File: src/rtl/parking_pkg.sv
// Shared types and width helpers for the parking lot controller.
package parking_pkg;

  // Controller states; encodings are fixed so they can be decoded externally.
  typedef enum logic [1:0] {
    IDLE       = 2'd0,
    DOOR_ENTRY = 2'd1,
    DOOR_EXIT  = 2'd2
  } state_t;

  // Width of a slot index for n slots (at least 1 bit).
  function automatic int unsigned slot_idx_w(input int unsigned n);
    return (n <= 2) ? 1 : $clog2(n);
  endfunction

  // Width of a down-counter that must hold h-1 (at least 1 bit).
  function automatic int unsigned hold_cnt_w(input int unsigned h);
    return (h <= 2) ? 1 : $clog2(h);
  endfunction

endpackage

File: src/rtl/parking_slot_finder.sv
// Occupancy to free-slot count and lowest-index free slot (pure combinational).
module parking_slot_finder
  import parking_pkg::*;
#(
  parameter int unsigned NUM_SLOTS = 8,
  parameter int unsigned SLOT_W    = slot_idx_w(NUM_SLOTS)
) (
  input  logic [NUM_SLOTS-1:0] occupancy,
  output logic [SLOT_W:0]      capacity,
  output logic [SLOT_W-1:0]    best_slot
);

  // Popcount of free slots; scanning downward leaves the lowest free index in best_slot.
  always_comb begin
    capacity  = '0;
    best_slot = '0;
    for (int i = int'(NUM_SLOTS) - 1; i >= 0; i--) begin
      if (!occupancy[i]) begin
        capacity  = capacity + (SLOT_W + 1)'(1);
        best_slot = SLOT_W'(i);
      end
    end
  end

endmodule

File: src/rtl/parking_lot_ctrl.sv
// N-slot parking controller: occupancy tracking, lowest-free-slot assignment,
// timed door hold, full-lot and invalid-exit pulses.
// Optional feature macro: PARKING_STATS_EN adds saturating event counters.
module parking_lot_ctrl
  import parking_pkg::*;
#(
  parameter int unsigned NUM_SLOTS        = 8,
  parameter int unsigned SLOT_W           = slot_idx_w(NUM_SLOTS),
  parameter int unsigned DOOR_HOLD_CYCLES = 4,
  parameter int unsigned CNT_W            = 16
) (
  input  logic                 clk,
  input  logic                 reset,
  input  logic                 entry_sensor,
  input  logic                 exit_sensor,
  input  logic [SLOT_W-1:0]    exit_location,
  output logic [NUM_SLOTS-1:0] occupancy,
  output logic [SLOT_W:0]      capacity,
  output logic [SLOT_W-1:0]    best_slot,
  output logic                 door_open,
  output logic                 full_light,
  output logic                 exit_err,
  output logic                 busy
`ifdef PARKING_STATS_EN
  ,
  output logic [CNT_W-1:0]     stat_entries,
  output logic [CNT_W-1:0]     stat_exits,
  output logic [CNT_W-1:0]     stat_rejects
`endif
);

  localparam int unsigned HOLD_W = hold_cnt_w(DOOR_HOLD_CYCLES);
  localparam int unsigned PAD_W  = 1 << SLOT_W;

  // Reject nonsensical configurations at elaboration.
  if (NUM_SLOTS < 2 || NUM_SLOTS > 64 || DOOR_HOLD_CYCLES < 1 || CNT_W < 1) begin : g_param_err
    $error("parking_lot_ctrl: parameter out of range");
  end

  state_t                 state;
  logic [HOLD_W-1:0]      hold_cnt;
  logic                   entry_pending;
  logic [PAD_W-1:0]       occ_pad;
  logic [NUM_SLOTS-1:0]   entry_mask;
  logic [NUM_SLOTS-1:0]   exit_mask;
  logic                   entry_req;
  logic                   acc_entry;
  logic                   acc_exit;
  logic                   rej_entry;
  logic                   rej_exit;

  parking_slot_finder #(
    .NUM_SLOTS (NUM_SLOTS),
    .SLOT_W    (SLOT_W)
  ) u_finder (
    .occupancy (occupancy),
    .capacity  (capacity),
    .best_slot (best_slot)
  );

  // Zero-padded view so out-of-range exit locations read as empty slots.
  assign occ_pad    = PAD_W'(occupancy);
  assign entry_mask = NUM_SLOTS'(1) << best_slot;
  assign exit_mask  = NUM_SLOTS'(1) << exit_location;
  // An entry deferred by a winning exit stays requested until served.
  assign entry_req  = entry_sensor | entry_pending;

  // Decode the request sampled this cycle; exit has priority over entry.
  always_comb begin
    acc_entry = 1'b0;
    acc_exit  = 1'b0;
    rej_entry = 1'b0;
    rej_exit  = 1'b0;
    if (state == IDLE) begin
      if (exit_sensor) begin
        acc_exit = occ_pad[exit_location];
        rej_exit = ~occ_pad[exit_location];
      end else if (entry_req) begin
        acc_entry = (capacity != '0);
        rej_entry = (capacity == '0);
      end
    end
  end

  // Controller FSM with occupancy register, hold counter and registered outputs.
  always_ff @(posedge clk) begin
    if (reset) begin
      state         <= IDLE;
      hold_cnt      <= '0;
      entry_pending <= 1'b0;
      occupancy     <= '0;
      door_open     <= 1'b0;
      full_light    <= 1'b0;
      exit_err      <= 1'b0;
      busy          <= 1'b0;
    end else begin
      full_light <= rej_entry;
      exit_err   <= rej_exit;
      unique case (state)
        IDLE: begin
          if (exit_sensor) begin
            entry_pending <= entry_req;
          end else if (entry_req) begin
            entry_pending <= 1'b0;
          end
          if (acc_exit) begin
            occupancy <= occupancy & ~exit_mask;
            door_open <= 1'b1;
            busy      <= 1'b1;
            hold_cnt  <= HOLD_W'(DOOR_HOLD_CYCLES - 1);
            state     <= DOOR_EXIT;
          end else if (acc_entry) begin
            occupancy <= occupancy | entry_mask;
            door_open <= 1'b1;
            busy      <= 1'b1;
            hold_cnt  <= HOLD_W'(DOOR_HOLD_CYCLES - 1);
            state     <= DOOR_ENTRY;
          end
        end
        DOOR_ENTRY, DOOR_EXIT: begin
          if (hold_cnt == '0) begin
            door_open <= 1'b0;
            busy      <= 1'b0;
            state     <= IDLE;
          end else begin
            hold_cnt <= hold_cnt - HOLD_W'(1);
          end
        end
        default: begin
          door_open <= 1'b0;
          busy      <= 1'b0;
          state     <= IDLE;
        end
      endcase
    end
  end

`ifdef PARKING_STATS_EN
  // Saturating event counters.
  always_ff @(posedge clk) begin
    if (reset) begin
      stat_entries <= '0;
      stat_exits   <= '0;
      stat_rejects <= '0;
    end else begin
      if (acc_entry && stat_entries != '1) stat_entries <= stat_entries + CNT_W'(1);
      if (acc_exit && stat_exits != '1) stat_exits <= stat_exits + CNT_W'(1);
      if ((rej_entry || rej_exit) && stat_rejects != '1) begin
        stat_rejects <= stat_rejects + CNT_W'(1);
      end
    end
  end
`endif

endmodule

File: config.mk
export PLATFORM = sky130hd
export DESIGN_NAME = parking_lot_ctrl
export DESIGN_NICKNAME = d
export VERILOG_FILES = /design/src/rtl/parking_pkg.sv /design/src/rtl/parking_slot_finder.sv /design/src/rtl/parking_lot_ctrl.sv
export SDC_FILE = /design/constraint.sdc
export NUM_CORES = 1
export LEC_CHECK = 0
export CAP_MARGIN = 0
export CORE_AREA = 2 2 65 67
export DETAILED_ROUTE_END_ITERATION = 8
export DIE_AREA = 0 0 67 69
export PLACE_DENSITY_LB_ADDON = 0.12
export SETUP_SLACK_MARGIN = 0.4
export SYNTH_ARGS = -nofsm -noshare
export SYNTH_HDL_FRONTEND = slang
export SYNTH_HIERARCHICAL = 1
export SYNTH_SLANG_ARGS = --single-unit
File: constraint.sdc
create_clock -name clk -period 11.6 [get_ports clk]
set_input_delay 2.32 -clock clk [delete_from_list [all_inputs] [get_ports clk]]
set_output_delay 2.32 -clock clk [all_outputs]
set_load 0.02 [all_outputs]
==> results of run 1 <==
## sequential cells by signal (all words and copies together), names as in the netlist
| register | count |
|---|---|
| entry_pending | 1 |
| exit_err | 1 |
| hold_cnt | 2 |
| state | 2 |
| occupancy | 8 |
| full_light | 1 |
| busy | 1 |
## cells in the mapped netlist (4+ instances only)
| master | instances | area (um2) |
|---|---|---|
| nor2_1 | 11 | 41.3 |
| buf_2 | 4 | 20.0 |
| nor2b_1 | 6 | 37.5 |
| mux2i_1 | 4 | 40.0 |
| xor2_1 | 5 | 43.8 |
| ha_1 | 11 | 138 |
| xnor2_1 | 8 | 70.1 |
| dfxtp_1 | 16 | 320 |
| a21oi_1 | 9 | 45.0 |
| nand2_1 | 11 | 41.3 |
| o21ai_0 | 6 | 30.0 |
| nand2b_1 | 7 | 43.8 |
| inv_1 | 15 | 56.3 |
| a31oi_1 | 8 | 50.1 |
| a211oi_1 | 4 | 30.0 |
## path summary, 6_finish.rpt
| path | startpoint | to | slack, ps |
|---|---|---|---|
| worst max-delay path | occupancy[6]$_SDFFE_PP0P_ | capacity[2] | 4030 |
| worst min-delay path | busy$_SDFFE_PP0P_ | busy$_SDFFE_PP0P_ | 470 |
| worst max register to register | occupancy[6]$_SDFFE_PP0P_ | occupancy[6]$_SDFFE_PP0P_ | 6170 |
| worst min register to register | busy$_SDFFE_PP0P_ | busy$_SDFFE_PP0P_ | 470 |
## power breakdown
| part | leakage, nW | total [mW] | switching (mW) | internal [mW] |
|---|---|---|---|---|
| sequential | 0.130 | 0.0656 | 0.00486 | 0.0608 |
| combinational | 0.558 | 0.0772 | 0.0425 | 0.0348 |
| clock | 0.0288 | 0.0496 | 0.0195 | 0.0301 |
## cell type report
type,count,area [um2],share of cell area
clock buffers,4,55.1,0.0273
well taps,50,62.6,0.0311
inverters,15,56.3,0.0280
multi-input cells,150,1270,0.630
flip-flops and latches,16,320,0.159
repair buffers,25,250,0.124
## worst register-to-register path: stages, from the launching register on
cell      delay [ps]
dfxtp_1          460
inv_1            110
ha_1             570
xor2_1           250
nor2_1            60
a21o_1           180
ha_1             290
o21ai_0          160
a31oi_1           80
or4b_2           680
and3_2           200
ha_1             280
a21boi_1         230
inv_1             80
ha_1             200
nor2b_1          140
xnor2_1          330
nor4_4            90
nor3b_4          350
and2b_1          240
a31oi_1          120
a211oi_2         230
## per-layer routing
layer,vias to the layer above,global-route usage
met3,5,0.00979
li1,738,-
met1,721,0.225
met2,23,0.323
met4,0,0.0590
met5,-,0
## stage by stage
stage	hold WS [ps]	cell area, um2	worst slack (ps)	total power, mW
6_report	465	2010	4030	0.192
5_1_grt	505	2010	3770	0.203
4_1_cts	478	2010	4050	0.194
3_5_place_dp	463	1960	4320	0.144
3_3_place_gp	459	1960	4520	0.142
2_1_floorplan	472	1720	5110	0.120
## cells by family after synthesis
group / share of synthesized area
compound gates: 0.270
xor+xnor: 0.105
fa+ha+maj: 0.0801
buf+inv: 0.0750
flops: 0.186
mux: 0.0320
simple gates: 0.252
## layout by cell type (no fill, tap or decap), types with 2 or more instances in the layout
cell	n
nand2b_1	7
clkbuf_8	4
xnor2_1	8
o21a_1	3
ha_1	11
a31oi_1	8
a21oi_1	9
nor4_1	2
nor2_1	11
clkdlybuf4s50_1	25
a211oi_2	3
o21ai_0	6
nand2_1	11
and2b_1	3
nor2b_1	6
xor2_1	5
a211oi_1	4
nor3_1	2
mux2i_1	4
a311oi_1	3
or3_1	2
dfxtp_1	16
inv_1	15
==> qor.yml, run 1 <==
run_status:
  status: "complete, no violations"
sta:
  rsz0062_at_grt: "false"
  setup_viol: 0
  drv_slew: 0
  fin_setup_tns_ps: 0
  timing.final.hold_violations: 0
  min_period_ps: 7570
  period_share: 0.652
  slew-limit-headroom: 0.476
  fmax_mhz: 132
  max_slew.worst_pin.slew_ps: 781
  clock-skew-final_ps: 1.66
drt:
  ant_nets: 0
  vias_per_cell: 5.72
  wl_per_cell_um: 15.2
  drtIter0Drc: 87
  wl_met2_um: 2030
  top_layer_used: "met4"
  dr_wl_met3_um: 69
  via_count: 1487
  first_pass_iters: 4
  drcViolationCount: 0
  wl_met1_um: 1790
  wl_um: 3950
setup_path:
  end_kind: "primary output"
  worst-setup-path-type: "register to primary output"
  worst-path-stages: 17
  cp.required_ps: 9280
  cp_common_cell: "ha_1"
  slowest_stage: "or4b_2"
  path_delay_family: "adder cells"
  critPathLaunchType: "register"
  r2r_cells: 21
  path_cells: "inv_1 > ha_1 > xor2_1 > nor2_1 > a21o_1 > ha_1 > o21ai_0 > a31oi_1 > or4b_2 > and3_2 > ha_1 > a21boi_1 > inv_1 > ha_1 > nor2b_1 > xnor2_1 > clkdlybuf4s50_1"
  cpPeakStageDelay_ps: 680
  cp.buffers_inverters: 3
  path_max_fanout: 10
  worstPathArrival_ps: 5250
yosys:
  netlist_area_um2: 1720
  ys_ff_latch: 16
  syn_inst: 192
  ys_warn_count: 6
  synthesis.nets: 210
  syn_avg_cell_area_um2: 8.95
  ys_seq_area_frac: 0.186
  ys.flop_type: "dfxtp_1"
  synth_edf_count: 0
  ys_types: 67
  ys_async_sr_fraction: 0
final_layout:
  layout.nets: 229
  area_growth_pct: 17.2
  antenna_cells: 0
  fin_cells: 260
  drive_gt1_frac: 0.157
  fillers: 387
  fin_util: 0.515
place:
  dpl.cell_count: 256
  io_buffers: 25
  gp_congestion: 0.777
  dp_hpwl_um: 2970
min_path:
  holdPathStages: 2
  hp-class: "register to register"
grt:
  grt_overflow: 0
  grt_first_pass_wirelength_um: 6810
  grt_max_degree: 23
  grtUsageTotal: 0.181
  grt_pass1_vias: 1497
  antenna_found_initial: 0
clocking:
  postCtsHoldBufs: 0
  numCtsBuffers: 3
  clk_pin_slew_ps: 60
  cts-root-buf: "clkbuf_8"
  cts_resized: 0
  clk_path_buf_depth: 2
  cts_max_level: 1
  cts_setup_buffers: 0
  cts.sinks: 16
  clock_latency_ps: 250
  cts_tree: "built"
floorplanning:
  core_um2: 3910
  core.rowCount: 23
  ios: 26
  die-area_um2: 4620
  die_y_um: 69
  dieWidth_um: 67
  start_util: 0.439
job:
  cap_violations: 0
pwr:
  vdd_drop_max_uv: 87.4
  power.density_nw_per_um2: 95.6
  leakagePower_nw: 0.718
Power figures use the tool's default switching activity.
==> run 2, diff against run 1 <==
- clock period: 11.6 -> 7.6 ns (I/O delays scaled with it)
==> results of run 2 <==
The final DEF is identical to that of run 1. Status: complete, no violations.
Main changes from that run: setup slack after placement 4320 ps -> 1120 ps; setup slack after layout 4030 ps -> 833 ps; register-to-register setup slack 6170 ps -> 2170 ps; total power 0.192 mW -> 0.294 mW; worst IR drop on VDD 87.4 uV -> 133 uV
